--- config.mk ---
export PLATFORM = sky130hd
export DESIGN_NAME = run_event_ctrl
export DESIGN_NICKNAME = d
export VERILOG_FILES = /design/src/rtl/run_ctrl_pkg.sv /design/src/rtl/run_len_counter.sv /design/src/rtl/run_event_ctrl.sv
export SDC_FILE = /design/constraint.sdc
export NUM_CORES = 1
export LEC_CHECK = 0
export CORE_ASPECT_RATIO = 0.9
export CORE_UTILIZATION = 58
export DETAILED_ROUTE_END_ITERATION = 8
export PLACE_DENSITY = 0.85
export SYNTH_ARGS = -nofsm -noshare
export SYNTH_HDL_FRONTEND = slang
export SYNTH_SLANG_ARGS = --single-unit
export TNS_END_PERCENT = 20
--- constraint.sdc ---
create_clock -name clk -period 4.6 [get_ports clk]
set_input_delay 0.92 -clock clk [delete_from_list [all_inputs] [get_ports clk]]
set_output_delay 0.92 -clock clk [all_outputs]
set_load 0.02 [all_outputs]
--- src/rtl/run_ctrl_pkg.sv ---
// Shared definitions for the run-length event controller: controller states
// and the smallest run length the controller will track.
package run_ctrl_pkg;

   typedef enum logic [1:0] {
      IDLE  = 2'd0,
      ARMED = 2'd1,
      TRACK = 2'd2,
      HOLD  = 2'd3
   } state_t;

   localparam int MIN_LEN = 2;

endpackage

--- src/rtl/run_len_counter.sv ---
// Tracks the value and length of the current run of equal serial samples and
// flags the accepted sample that completes a run of the configured length.
module run_len_counter
   import run_ctrl_pkg::*;
#(
   parameter int LEN_W = 4
) (
   input  logic             clk,
   input  logic             rst_n,
   input  logic             clear,
   input  logic             accept,
   input  logic             first,
   input  logic             s,
   input  logic [LEN_W-1:0] len,
   output logic             hit
);

   logic             last;
   logic [LEN_W-1:0] run_cnt;
   logic [LEN_W-1:0] next_cnt;

   // The first sample after arming always starts a fresh run, whatever last holds.
   always_comb begin
      next_cnt = (first || (s != last)) ? LEN_W'(1) : run_cnt + LEN_W'(1);
      hit      = accept && (next_cnt == len);
   end

   // A completed run restarts from zero so consecutive events never share samples.
   always_ff @(posedge clk or negedge rst_n) begin
      if (!rst_n) begin
         last    <= 1'b0;
         run_cnt <= '0;
      end else if (clear) begin
         last    <= 1'b0;
         run_cnt <= '0;
      end else if (accept) begin
         if (hit) begin
            run_cnt <= '0;
         end else begin
            run_cnt <= next_cnt;
            last    <= s;
         end
      end
   end

endmodule

--- src/rtl/run_event_ctrl.sv ---
// Run-length event controller: arms on start, watches a serial sample stream
// and raises a handshaked event each time a run of len equal samples completes.
module run_event_ctrl
   import run_ctrl_pkg::*;
#(
   parameter int LEN_W = 4,
   parameter int CNT_W = 8
) (
   input  logic             clk,
   input  logic             rst_n,
   input  logic             start,
   input  logic             stop,
   input  logic [LEN_W-1:0] cfg_len,
   input  logic             s_valid,
   input  logic             s,
   output logic             s_ready,
   output logic             ev_valid,
   input  logic             ev_ready,
   output logic             ev_bit,
   output logic [CNT_W-1:0] ev_count,
   output logic             busy
);

   state_t           state;
   logic [LEN_W-1:0] len;
   logic             arm;
   logic             accept;
   logic             hit;

   function automatic logic [LEN_W-1:0] clamp_len(input logic [LEN_W-1:0] v);
      return (v < LEN_W'(MIN_LEN)) ? LEN_W'(MIN_LEN) : v;
   endfunction

   function automatic logic [CNT_W-1:0] sat_inc(input logic [CNT_W-1:0] v);
      return (&v) ? v : v + CNT_W'(1);
   endfunction

   // stop wins over a coincident sample, so the aborted sample never forms an event.
   assign arm    = (state == IDLE) && start && !stop;
   assign accept = s_valid && s_ready && !stop;

   run_len_counter #(
      .LEN_W (LEN_W)
   ) u_run_len_counter (
      .clk    (clk),
      .rst_n  (rst_n),
      .clear  (arm),
      .accept (accept),
      .first  (state == ARMED),
      .s      (s),
      .len    (len),
      .hit    (hit)
   );

   always_ff @(posedge clk or negedge rst_n) begin
      if (!rst_n) begin
         state    <= IDLE;
         len      <= '0;
         s_ready  <= 1'b0;
         ev_valid <= 1'b0;
         ev_bit   <= 1'b0;
         ev_count <= '0;
         busy     <= 1'b0;
      end else begin
         case (state)
            IDLE: begin
               if (arm) begin
                  state    <= ARMED;
                  len      <= clamp_len(cfg_len);
                  ev_count <= '0;
                  s_ready  <= 1'b1;
                  busy     <= 1'b1;
               end
            end
            ARMED: begin
               if (stop) begin
                  state    <= IDLE;
                  s_ready  <= 1'b0;
                  ev_valid <= 1'b0;
                  busy     <= 1'b0;
               end else if (accept) begin
                  state <= TRACK;
               end
            end
            TRACK: begin
               if (stop) begin
                  state    <= IDLE;
                  s_ready  <= 1'b0;
                  ev_valid <= 1'b0;
                  busy     <= 1'b0;
               end else if (hit) begin
                  state    <= HOLD;
                  ev_valid <= 1'b1;
                  ev_bit   <= s;
                  ev_count <= sat_inc(ev_count);
                  s_ready  <= 1'b0;
               end
            end
            HOLD: begin
               // ev_count was already bumped on entry, so stop here loses nothing.
               if (stop) begin
                  state    <= IDLE;
                  s_ready  <= 1'b0;
                  ev_valid <= 1'b0;
                  busy     <= 1'b0;
               end else if (ev_ready) begin
                  state    <= TRACK;
                  ev_valid <= 1'b0;
                  s_ready  <= 1'b1;
               end
            end
            default: begin
               state <= IDLE;
            end
         endcase
      end
   end

endmodule

Word level (Yosys, flattened, before mapping)
Cells that the tools add are included.
{"block": "op_classes", "n_addsub": 2, "magnitude_cmp": 1, "eq_ne": 15, "n_mux": 34, "bitwise_logic": 1, "reduce_logical": 21}
{"cell": "2-to-1 mux 8 bit", "count": 4}
{"cell": "2-to-1 mux 4 bit", "count": 5}
{"cell": "one-hot mux 8 bit (2 select lines)", "count": 1}
{"cell": "2-to-1 mux 2 bit", "count": 7}
{"cell": "2-to-1 mux 1 bit", "count": 13}
{"cell": "!= test 2 bit (second input constant)", "count": 6}
{"cell": "AND reduction 4 bit", "count": 3}
{"cell": "adder 8 x 1 -> 8 bit (second input constant)", "count": 1}
{"cell": "one-hot mux 2 bit (4 select lines)", "count": 1}
{"cell": "AND reduction 8 bit", "count": 1}
{"cell": "!= test 3 bit (second input constant)", "count": 2}
{"cell": "AND reduction 2 bit", "count": 3}
{"cell": "logical AND 1 bit", "count": 5}
{"cell": "AND reduction 5 bit", "count": 1}
{"cell": "adder 4 x 1 -> 4 bit (second input constant)", "count": 1}
{"cell": "equality test 2 bit (second input constant)", "count": 2}
{"cell": "equality test 4 bit", "count": 1}
{"cell": "< comparator 4 x 2 -> 1 bit (second input constant)", "count": 1}
{"cell": "one-hot mux 1 bit (4 select lines)", "count": 1}
{"cell": "nonzero test 2 bit", "count": 2}
{"cell": "!= test 3 x 2 -> 1 bit (second input constant)", "count": 1}
{"cell": "one-hot mux 1 bit (3 select lines)", "count": 1}
{"cell": "AND reduction 3 bit", "count": 1}
{"cell": "nonzero test 3 bit", "count": 1}
{"cell": "9 further kinds", "count": 9}
{"block": "word_totals", "ff_bits": 23, "inputBits": 11, "out_inout_bits": 12}

Longest topological paths before layout
Gate-level depths: netlist of the first run.
{"block": "depth", "depth_word": 8, "ltp_mapped": 10, "ltp_nobuf": 8}

Hierarchy
A second synthesis of the first run with hierarchy kept.
{"block": "unflattened", "hier_cells": 170, "area_unflattened_um2": 1619.1}
{"module": "run_event_ctrl", "instances": 1, "cells_per_inst": 120, "area_per_inst_um2": 1174.9, "seq_area_each_um2": 450.4}
{"module": "run_len_counter", "instances": 1, "cells_per_inst": 50, "area_per_inst_um2": 444.2, "seq_area_each_um2": 125.1}

Worst setup path after synthesis of the first run
No wires, ideal clock.
{"block": "synth_path", "path_type": "input to register", "start": "input port s", "end": "register ev_bit", "setup_ns": 0.127, "arrival_time_ns": 2.279, "t_required_ns": 4.473, "setup_slack_ns": 2.193, "stages": 7, "cell_sequence": "xnor2_1 -> o211ai_1 -> a311o_2 -> o211ai_4 -> buf_6 -> nor2_1 -> mux2_1"}
{"block": "synth_between", "elab_chain_cells": 6}
{"item": "from (decl)", "line": "run_event_ctrl.sv:15", "source": "input logic s,"}
{"item": "!= test 1 bit", "line": "run_len_counter.sv:24", "source": "next_cnt = (first || (s != last)) ? LEN_W'(1) : run_cnt + LEN_W'(1);"}
{"item": "logical OR 1 bit", "line": "run_len_counter.sv:24"}
{"item": "2-to-1 mux 4 bit", "line": "run_len_counter.sv:24"}
{"item": "equality test 4 bit", "line": "run_len_counter.sv:25", "source": "hit = accept && (next_cnt == len);"}
{"item": "logical AND 1 bit", "line": "run_len_counter.sv:25"}
{"item": "AND reduction 3 bit (no line)"}
{"item": "to (signal assigned)", "line": "run_event_ctrl.sv:94", "source": "ev_bit <= s;"}
{"item": "to (decl)", "line": "run_event_ctrl.sv:19", "source": "output logic ev_bit,"}
Several ways; a longest one is shown, not always the timed one.
A chain may end at the register's enable or synchronous reset.

Worst setup path in the final report of the first run
{"block": "layout_path", "start": "input port s", "end": "register state[1]"}
{"block": "layout_between", "elab_chain_cells": 7}
{"item": "!= test 1 bit", "line": "run_len_counter.sv:24"}
{"item": "logical OR 1 bit", "line": "run_len_counter.sv:24"}
{"item": "2-to-1 mux 4 bit", "line": "run_len_counter.sv:24"}
{"item": "equality test 4 bit", "line": "run_len_counter.sv:25"}
{"item": "logical AND 1 bit", "line": "run_len_counter.sv:25"}
{"item": "!= test 3 bit (no line)"}
{"item": "AND reduction 4 bit (no line)"}
{"item": "to (signal assigned)", "line": "run_event_ctrl.sv:57", "source": "state <= IDLE;"}
{"item": "to (signal assigned)", "line": "run_event_ctrl.sv:68", "source": "state <= ARMED;"}
{"item": "to (signal assigned)", "line": "run_event_ctrl.sv:77", "source": "state <= IDLE;"}
{"item": "to (decl)", "line": "run_event_ctrl.sv:24", "source": "state_t state;"}
Every way passes these cells.

==> run metrics, run 1 <==
Reg-to-Reg Start=state[1]; Hold Crit Start=ev_bit; CP startpoint kind=input port; Core ar.=0.002467 sq mm; top post-synthesis cells by area=dfrtp_1 (38%), ha_1 (4.9%), o21ai_0 (4.9%), inv_1 (3.9%), nand2_1 (3.2%); crit-path cells=clkdlybuf4s50_1 > xor2_1 > nor2_1 > and4_2 > o211ai_4 > a21oi_1 > mux2_2; Hold Path End=ev_bit; Clock Skews=2.459 ps; largest net degree at the start of global routing=24; Setup crit end kind=flip-flop; setup ws final=1679 ps; Skew-Pair Late Insertion Delay=320 ps; clock tree buffer depth=2; CP required=4820 ps; fraction of registers with async set/reset=100.0%; Final Hold Fails=0; RSZ-0062 raised after global routing=false; Fmax=342.3 MHz; syn avg cell area=9.380 sq um; fillcell total=183; Yosys reg bits=23; Die Span Y=50.71 um; Final #Nets=202; Post-Syn Instances=163; CTS tree=built; top_reg_cell synth=dfrtp_1; first-pass GRT wire length=6016 um; total congestion overflow=0; Die Area=0.002846 sq mm; critical path type=in -> reg; Detailed Route Iter0 Violations=60; CTS Hold Bufs=0; critical path's slowest cell=clkdlybuf4s50_1; Routed WL=3566 um; Setup violations, final=0; FF-to-FF End=state[1]; Unique masters post-synth=50; max-cap viol count=0; Worst-Margin Slew=1078 ps; Post-synth EDFFs=0; share of cells above drive strength 1=11.41%; Post-Syn Nets=180; ant diodes=0; total clock sinks=23; vias in the first global route=1314; Layout area overhead=15.63%; Slew Viols, Final=0; worst endpoint data arrival time=3140 ps; # port buffers=22; CP Max Fanout=18; Routed Antenna Nets=0; Hold Path Depth=1; DRT Pass-1 Iters=4; DP HPWL=2711 um; Std-Cell Rows=17; Slew Limit Headroom=27.90%; leading area contributor after synthesis=dfrtp_1; status=completed; Tot Pwr=0.8832 mW; Pleak=0.7134 nW; Post-CTS Resized=0; dpl ws=1391 ps; root buf cell=clkbuf_4; post-layout util=71.65%; P per Cell Area=499.6 mW/mm^2; initial antenna violation count=0; Worst-path clk slew=130 ps; Worst VDD drop=0.3834 mV; Worst Reg-to-Reg Cells=8; Cell Area, Synth=0.001529 sq mm; Max H-tree Level=1; share of the synthesized area in the top cell type=37.64%; Post-CTS Setup Inserts=0; RD Place Congestion=0.8913; worst reg2reg setup slack=1910 ps; Die W=56.12 um; gr usage total=26.96%; total number of vias=1349; DR vias/cell=6.363; detailed-route wire length per cell=16.82 um; Worst path max stage delay=560 ps; # DRC=0; minimum clock period=2921 ps; YS warnings=0; IO Pins=23; Final period util=63.51%; cts bufs inserted=3; initial core utilization=61.97%; worst min path class=reg -> reg; post-synthesis sequential area ratio=37.64%; setup TNS=0 ps
power breakdown:
group | total (mW) | switching [mW] | leakage (nW) | internal [mW]
Combinational | 0.447 | 0.257 | 0.392 | 0.190
Clock | 0.0983 | 0.0657 | 0.0177 | 0.0325
Sequential | 0.338 | 0.0768 | 0.303 | 0.261
per-stage QoR:
stage / std cells / hold slack [ps] / area, sq um
6_report: 212 / 529.3 / 1768
2_1_floorplan: 163 / 490.0 / 1529
4_1_cts: 212 / 528.2 / 1768
5_1_grt: 212 / 536.0 / 1768
3_5_place_dp: 208 / 497.6 / 1740
3_3_place_gp: 208 / 499.3 / 1740
how the worst max path moves through the flow:
stage                     depth (start not counted)  start        to
after CTS                                         7      s  state[1]
after floorplan                                   7      s    ev_bit
after detailed placement                          7      s  state[1]
final                                             7      s  state[1]
after global placement                            7      s  state[1]
after global routing                              7      s  state[1]
layout by cell type, fill, tap and decap left out, types with 2 or more instances in the layout:
cell type,count
a21oi_1,5
a31oi_1,2
clkbuf_4,3
clkdlybuf4s50_1,22
dfrtp_1,23
ha_1,6
inv_1,16
mux2_2,4
mux2i_1,3
nand2_1,13
nand3_1,8
nand4_1,4
nor2_1,12
nor2b_1,2
nor3_1,3
o211ai_1,3
o21ai_0,15
o41a_2,2
or3_1,2
xnor2_1,3
xor2_1,4
Yosys cell counts (2+ instances only):
cell type and count:
dfrtp_1 23, inv_1 16, o21ai_0 15, nand2_1 13, nor2_1 12, nand3_1 8
ha_1 6, a21oi_1 5, mux2_2 4, nand4_1 4, xor2_1 4, mux2i_1 3
nor3_1 3, o211ai_1 3, xnor2_1 3, a31oi_1 2, buf_6 2, clkbuf_1 2
nor2b_1 2, o41a_2 2, or3_1 2
kinds of logic (layout without fill, tap and decap cells):
| group | count (synthesis) | in the layout | synth area share (%) |
|---|---|---|---|
| mux | 8 | 8 | 5.646 |
| xor+xnor | 7 | 7 | 4.010 |
| flops | 23 | 23 | 37.64 |
| simple gates | 58 | 58 | 20.87 |
| fa+ha+maj | 6 | 6 | 4.910 |
| buf+inv | 21 | 42 | 6.792 |
| compound gates | 40 | 40 | 20.13 |
layer usage:
layer / part of all wire, % / global-route usage (%) / wire length [um] / up-vias
met5: 0 / 0 / 0 / -
met4: 0.48 / 4.065 / 17 / 0
met3: 5.2 / 5.155 / 187 / 4
met2: 51 / 49.21 / 1809 / 56
met1: 43 / 33.88 / 1551 / 648
li1: - / - / - / 641
critical path, delay by kind of cell:
| family | cells | cell delay, ps |
|---|---|---|
| buffers and inverters | 1 | 560 |
| AO/OA/AOI/OAI | 2 | 670 |
| AND/OR/NAND/NOR | 2 | 390 |
| XOR/XNOR | 1 | 270 |
| multiplexers | 1 | 320 |
sequential cells by signal (all words and copies together) (netlist names):
register / cells
len: 4
busy: 1
state: 2
u_run_len_counter.run_cnt: 4
ev_count: 8
ev_valid: 1
ev_bit: 1
u_run_len_counter.last: 1
s_ready: 1
final cells by class:
cell class / instances / area [sq um] / share of cell area, %
Multi-Input combinational cell: 119 / 849.6 / 48.05
Sequential cell: 23 / 575.6 / 32.55
Timing Repair Buffer: 22 / 220.2 / 12.46
Inverter: 16 / 60.06 / 3.397
Tap cell: 28 / 35.03 / 1.982
Clock buffer: 3 / 22.52 / 1.274
Clock inverter: 1 / 5.005 / 0.2831
Power figures use the tool's default switching activity.
==> run 2, diff against run 1 <==
Settings changed: CORE_UTILIZATION 58 to 53, PLACE_DENSITY 0.85 to 0.78.
Clock period 4.6 ns to 3 ns, I/O delays scaled along.
==> run 2 against run 1 <==
- sequential share of layout area fell by 0.72 points
- critical endpoint is now ev_count[5]
- register-to-register slack got worse by 1500 ps
- highest routed layer unchanged
- final cell count rose by 7.1%
- via count fell by 1.5%
- clock skew rose by 1.5 ps
- first-iteration DRC count fell by 30%
==> run metrics, run 2 (same netlist as run 1, synthesis figures left out) <==
status=completed; Routed WL=3331 um (-6.6%); Die Area=0.003104 sq mm (+9.1%); Final period util=86.88%; CP Max Fanout=18 (unchanged); Final Hold Fails=0 (unchanged); fillcell total=246 (+34%); Setup violations, final=0 (unchanged); FF-to-FF End=ev_count[5]; Slew Viols, Final=0 (unchanged); share of cells above drive strength 1=12.83% (+1.4 points); vias in the first global route=1201 (-8.6%); total clock sinks=23 (unchanged); post-route insts no fill=227 (+7.1%); top flop regs=ev_count: 8 flops, len: 4 flops, u_run_len_counter.run_cnt: 4 flops; Pleak=0.7245 nW (+1.6%); Worst path max stage delay=560 ps (about the same); commonest non-fill, non-tap cells in the layout=dfrtp_1 (23), clkdlybuf4s50_1 (22), inv_1 (16), o21ai_0 (15), nand2_1 (13); Worst VDD drop=0.4206 mV (+9.7%); Core ar.=0.002748 sq mm (+11%); DR vias/cell=5.855 (-8.0%); Reg-to-Reg Start=state[1]; CP Buf/Inv Count=1 (unchanged); Slew Limit Headroom=61.56% (+34 points); Biggest register=ev_count; Fmax=383.7 MHz; root buf cell=clkbuf_4; final hold slack=517.5 ps (-11.85 ps); max-cap viol count=0 (unchanged); sequential cell area=575.6 sq um (unchanged); gr usage total=24.03% (-2.9 points); stages on the worst setup path=8 (+1); Worst-Margin Slew=570.5 ps (-507.6 ps); Worst Setup EP=ev_count[5]; RSZ-0062 raised after global routing=false; Skew-Pair Late Insertion Delay=310 ps (about the same); Layout area overhead=18.25%; multi-input logic area=849.6 sq um (unchanged); DP HPWL=2518 um (-7.1%); Die Span Y=52.96 um (+4.4%); DRT Pass-1 Iters=4 (unchanged); launch point of the worst path=state[1]; worst reg2reg setup slack=390 ps (-1520 ps); critical path's slowest cell=or4b_1; cts bufs inserted=3 (unchanged); largest net degree at the start of global routing=24 (unchanged); IO Pins=23 (unchanged); Max H-tree Level=1 (unchanged); Final #Nets=205 (+1.5%); Die W=58.62 um (+4.4%); RD Place Congestion=0.8152 (-8.5%); # DRC=0 (unchanged); Std-Cell Rows=18 (+1); crit-path cells=inv_1 > ha_1 > or4b_1 > nor3_2 > a311o_2 > o211ai_4 > o31ai_4 > o221ai_1; Detailed Route Iter0 Violations=42 (-30%); Hold Crit Start=ev_bit; M3 GR Usage=4.890% (-0.26 points); Clock Skews=3.982 ps (+1.523 ps); Worst-path clk slew=130 ps (about the same); max reg flops=8 (unchanged); CTS Hold Bufs=0 (unchanged); commonest non-fill, non-tap cell in the layout=dfrtp_1; initial core utilization=55.65% (-6.3 points); first-pass GRT wire length=5540 um (-7.9%); P per Cell Area=739.5 mW/mm^2 (+48%); Setup crit end kind=flip-flop; Routed Antenna Nets=0 (unchanged); setup TNS=0 ps (unchanged); Worst Reg-to-Reg Cells=8 (unchanged); placed insts=223 (+7.2%); Post-CTS Setup Inserts=0 (unchanged); clock tree buffer depth=2 (unchanged); total number of vias=1329 (-1.5%); GR Layer Usage met2=38.51% (-11 points); CTS tree=built; CP required=3180 ps (-1640 ps); CP delay by family, top=compound AO/OA/AOI/OAI gates; ant diodes=0 (unchanged); critical path type=reg -> reg; Post-CTS Resized=0 (unchanged); dpl cell area=0.001778 sq mm (+2.2%); minimum clock period=2606 ps; worst min path class=reg -> reg; global route hottest layer=met2; initial antenna violation count=0 (unchanged); total congestion overflow=0 (unchanged); # port buffers=22 (unchanged); CP startpoint kind=flip-flop; worst endpoint data arrival time=2780 ps (-360 ps); M1 GR Usage=32.67% (-1.2 points); detailed-route wire length per cell=14.67 um (-13%); final instance area=0.001808 sq mm (+2.3%)
-- run 2: stage by stage --
| stage | setup WS [ps] | total power, mW | utilization, % |
|---|---|---|---|
| 3_5_place_dp | 128.3 | 1.188 | 64.71 |
| 2_1_floorplan | 724.7 | 0.9753 | - |
| 5_1_grt | 215.7 | 1.436 | 65.80 |
| 3_3_place_gp | 202.5 | 1.161 | 64.71 |
| 6_report | 393.5 | 1.337 | 65.80 |
| 4_1_cts | 391.8 | 1.339 | 65.80 |
-- run 2: power breakdown --
| group | internal [mW] | switching [mW] | total [mW] |
|---|---|---|---|
| sequential | 0.400 | 0.117 | 0.517 |
| combinational | 0.297 | 0.377 | 0.673 |
| clock | 0.0509 | 0.0959 | 0.147 |
-- run 2: worst register-to-register path, stage by stage (launching register included) --
cell      delay, ps
dfrtp_1         410
inv_1            80
ha_1            280
or4b_1          560
nor3_2          120
a311o_2         170
o211ai_4        200
o31ai_4         470
o221ai_1        180
-- run 2: worst min path at each step --
| stage | depth (start not counted) | slack (ps) | endpoint |
|---|---|---|---|
| after floorplan | 0 | 300 | busy |
| after global placement | 1 | 480 | ev_bit |
| after detailed placement | 1 | 490 | ev_bit |
| after CTS | 1 | 520 | ev_bit |
| after global routing | 1 | 560 | u_run_len_counter.run_cnt[1] |
| final | 1 | 520 | ev_bit |
-- run 2: layout make-up --
| class | count | share of cell area, % |
|---|---|---|
| Inverter | 16 | 3.322 |
| Tap cell | 40 | 2.768 |
| Timing Repair Buffer | 25 | 13.43 |
| Clock buffer | 3 | 1.246 |
| Clock inverter | 1 | 0.4152 |
| Multi-Input combinational cell | 119 | 46.99 |
| Sequential cell | 23 | 31.83 |
-- run 2: layer usage --
layer  vias to the layer above  share of wire [%]
li1                        645                  -
met5                         -                  0
met4                         0                1.7
met3                         6                4.4
met1                       642                 48
met2                        36                 46
==> run 3, diff against run 2 <==
Settings changed: ABC_AREA from default to 1, PLACE_DENSITY 0.78 to 0.79.
==> run 3 against run 2 <==
- the run now ends with DRC left
- largest power group unchanged
- first-iteration DRC count up 76%
- utilization up 3.1 points
- critical endpoint is now ev_count[1]
- largest cell class unchanged
- sequential cell count unchanged
- combinational power down 10%
==> run metrics, run 3 <==
status=complete, but fails checks; violated checks=DRC; Post-CTS Setup Inserts=0 (unchanged); YS warnings=0 (unchanged); # port buffers=22 (unchanged); Routed Antenna Nets=0 (unchanged); CP dominant cell by count=nand2_1; max-cap viol count=0 (unchanged); Synth Area in Compound Gates=6.926% (-13 points); Skew-Pair Late Insertion Delay=310 ps (about the same); Post-synth EDFFs=0 (unchanged); DR vias/cell=5.551 (-5.2%); Routed WL=3183 um (-4.4%); cts bufs inserted=3 (unchanged); Clock Skews=3.753 ps (-0.2288 ps); CTS Hold Bufs=0 (unchanged); critical path type=in -> reg; initial antenna violation count=0 (unchanged); mux share of post-synthesis cell area=0% (-5.6 points); fraction of registers with async set/reset=100.0% (unchanged); count leader, synth=nand2_1; commonest cells in the netlist=nand2_1 (55), dfrtp_1 (23), nand3_1 (23), nor2_1 (21), inv_1 (12); root buf cell=clkbuf_4; Setup crit end kind=flip-flop; Synth Area in XOR/XNOR=1.732% (-2.3 points); Fmax=473.8 MHz (+23%); DRT Pass-1 Iters=6 (+2); ant diodes=0 (unchanged); IO Pins=23 (unchanged); Worst path max stage delay=510 ps (-50 ps); Biggest register=ev_count; Post-Syn Nets=210 (+17%); worst reg2reg setup slack=1020 ps (+630 ps); syn avg cell area=7.488 sq um (-20%); Die W=57.04 um (-2.7%); Final Hold Fails=0 (unchanged); Tot Pwr=1.211 mW (-9.4%); leading area contributor after synthesis=dfrtp_1; total clock sinks=23 (unchanged); minimum clock period=2111 ps (-495.8 ps); Worst VDD drop=0.4923 mV (+17%); CP required=3210 ps (+30 ps); CTS tree=built; post-route insts no fill=247 (+8.8%); share of cells above drive strength 1=10.96% (-1.9 points); first-pass GRT wire length=5637 um (+1.8%); Worst-path clk slew=120 ps (about the same); dpl ws=559.0 ps (+430.7 ps); top flop regs=ev_count: 8 flops, len: 4 flops, u_run_len_counter.run_cnt: 4 flops; CP Max Fanout=9 (-9); top post-synthesis cells by area=dfrtp_1 (40%), nand2_1 (14%), nand3_1 (8.0%), nor2_1 (5.5%), ha_1 (5.2%); setup TNS=0 ps (unchanged); Std-Cell Rows=17 (-1); dpl cell area=0.001704 sq mm (-4.2%); Cell Area, Synth=0.001445 sq mm (-5.5%); RD Place Congestion=0.8229 (+0.94%); Slew Limit Headroom=77.92% (+16 points); clock tree buffer depth=2 (unchanged); Post-CTS Resized=0 (unchanged); Unique masters post-synth=24 (-52%); final instance area=0.001730 sq mm (-4.3%); Post-Synth Adder-Cell Area=5.195% (+0.28 points); gr usage total=24.86% (+0.83 points); main combinational cell family by area after synthesis=simple AND/OR/NAND/NOR gates; max reg flops=8 (unchanged); Layout area overhead=19.74%; top sig layer=met4; Post-Synth Simple-Gate Area=41.39% (+21 points); RSZ-0062 raised after global routing=false; Slew Viols, Final=0 (unchanged); final hold slack=510.9 ps (-6.564 ps); P per Cell Area=700.1 mW/mm^2 (-5.3%); Die Span Y=51.54 um (-2.7%); Worst-Margin Slew=330.3 ps (-240.2 ps); Setup violations, final=0 (unchanged); worst endpoint data arrival time=2320 ps (-460 ps); post-synthesis sequential area ratio=39.83% (+2.2 points); Max H-tree Level=1 (unchanged); vias in the first global route=1312 (+9.2%); Die Area=0.002940 sq mm (-5.3%); placed insts=243 (+9.0%); post-layout util=68.94% (+3.1 points); M1 WL=1526 um (-4.3%); worst min path class=reg -> reg; Final #Nets=237 (+16%); Final period util=70.35% (-17 points); largest net degree at the start of global routing=24 (unchanged); setup ws final=889.4 ps (+495.8 ps); # DRC=2 (+2); critical path's slowest cell=clkdlybuf4s50_1; Yosys reg bits=23 (unchanged); commonest non-fill, non-tap cell in the layout=nand2_1; CP Buf/Inv Count=2 (+1); Met2 Routed Length=1497 um (-2.0%); top_reg_cell synth=dfrtp_1; commonest non-fill, non-tap cells in the layout=nand2_1 (55), nand3_1 (23), dfrtp_1 (23), clkdlybuf4s50_1 (22), nor2_1 (21); CP startpoint kind=input port; crit-path cells=clkdlybuf4s50_1 > inv_2 > nand2_2 > nand2_2 > nor2_4 > nand2_1 > nand2_1 > nand2_2 > nor2_4 > nand3_2 > nand2_4 > nand2_4 > nand2_1 > nand2_1; CP delay by family, top=simple AND/OR/NAND/NOR gates; DP HPWL=2439 um (-3.1%); Pleak=0.8345 nW (+15%); total congestion overflow=0 (unchanged); detailed-route wire length per cell=12.89 um (-12%); Detailed Route Iter0 Violations=74 (+76%); Post-Syn Instances=193 (+18%); share of the synthesized area in the top cell type=39.83% (+2.2 points); Core ar.=0.002510 sq mm (-8.7%); met3 WL=144 um (-2.7%); total number of vias=1371 (+3.2%); initial core utilization=57.58% (+1.9 points)
run 3: worst paths after layout:
check,startpoint,end,cells past startpoint
worst max-delay path,s,ev_count[1],14
worst min-delay path,ev_count[3],ev_count[3],2
worst max register to register,state[0],state[1],9
worst min register to register,ev_count[3],ev_count[3],2
max in group asynchronous,rst_n,ev_count[0],2
min in group asynchronous,rst_n,ev_count[1],2
run 3: cells by family (layout without fill, tap and decap cells):
kind of cell,Yosys count,after routing
AOI/OAI and AO/OA,19,19
DFF,23,23
xor gates and xnor gates,2,2
and+or+nand+nor,124,124
adders and majority gates,6,6
buffers and inverters,19,45
run 3: worst reg2reg max path, stage by stage, from the launching register on:
cell and delay, ps:
dfrtp_1 440, inv_1 90, ha_1 260, nand3_1 300
inv_2 230, nor2_1 110, a21oi_1 240, nand3_2 110
nand2_1 70, nand2_1 50
run 3: layer usage:
metal,GRT usage [%],vias to the layer above
met3,5.721,2
met1,32.10,634
met4,3.659,0
li1,-,693
met2,43.73,42
met5,0,-
run 3: final cells by class:
class | count | area [sq um]
fill | 201 | 779.5
clock buffer | 4 | 26.28
sequential | 23 | 575.6
timing repair buffer | 23 | 227.7
tap | 28 | 35.03
multi-input combinational | 151 | 798.3
inverter | 18 | 67.56
run 3: power by group:
part | leakage, nW | internal (mW) | switching (mW)
clock network | 0.0150 | 0.0520 | 0.0916
registers | 0.306 | 0.387 | 0.0747
logic | 0.514 | 0.220 | 0.386
total | 0.834 | 0.659 | 0.553
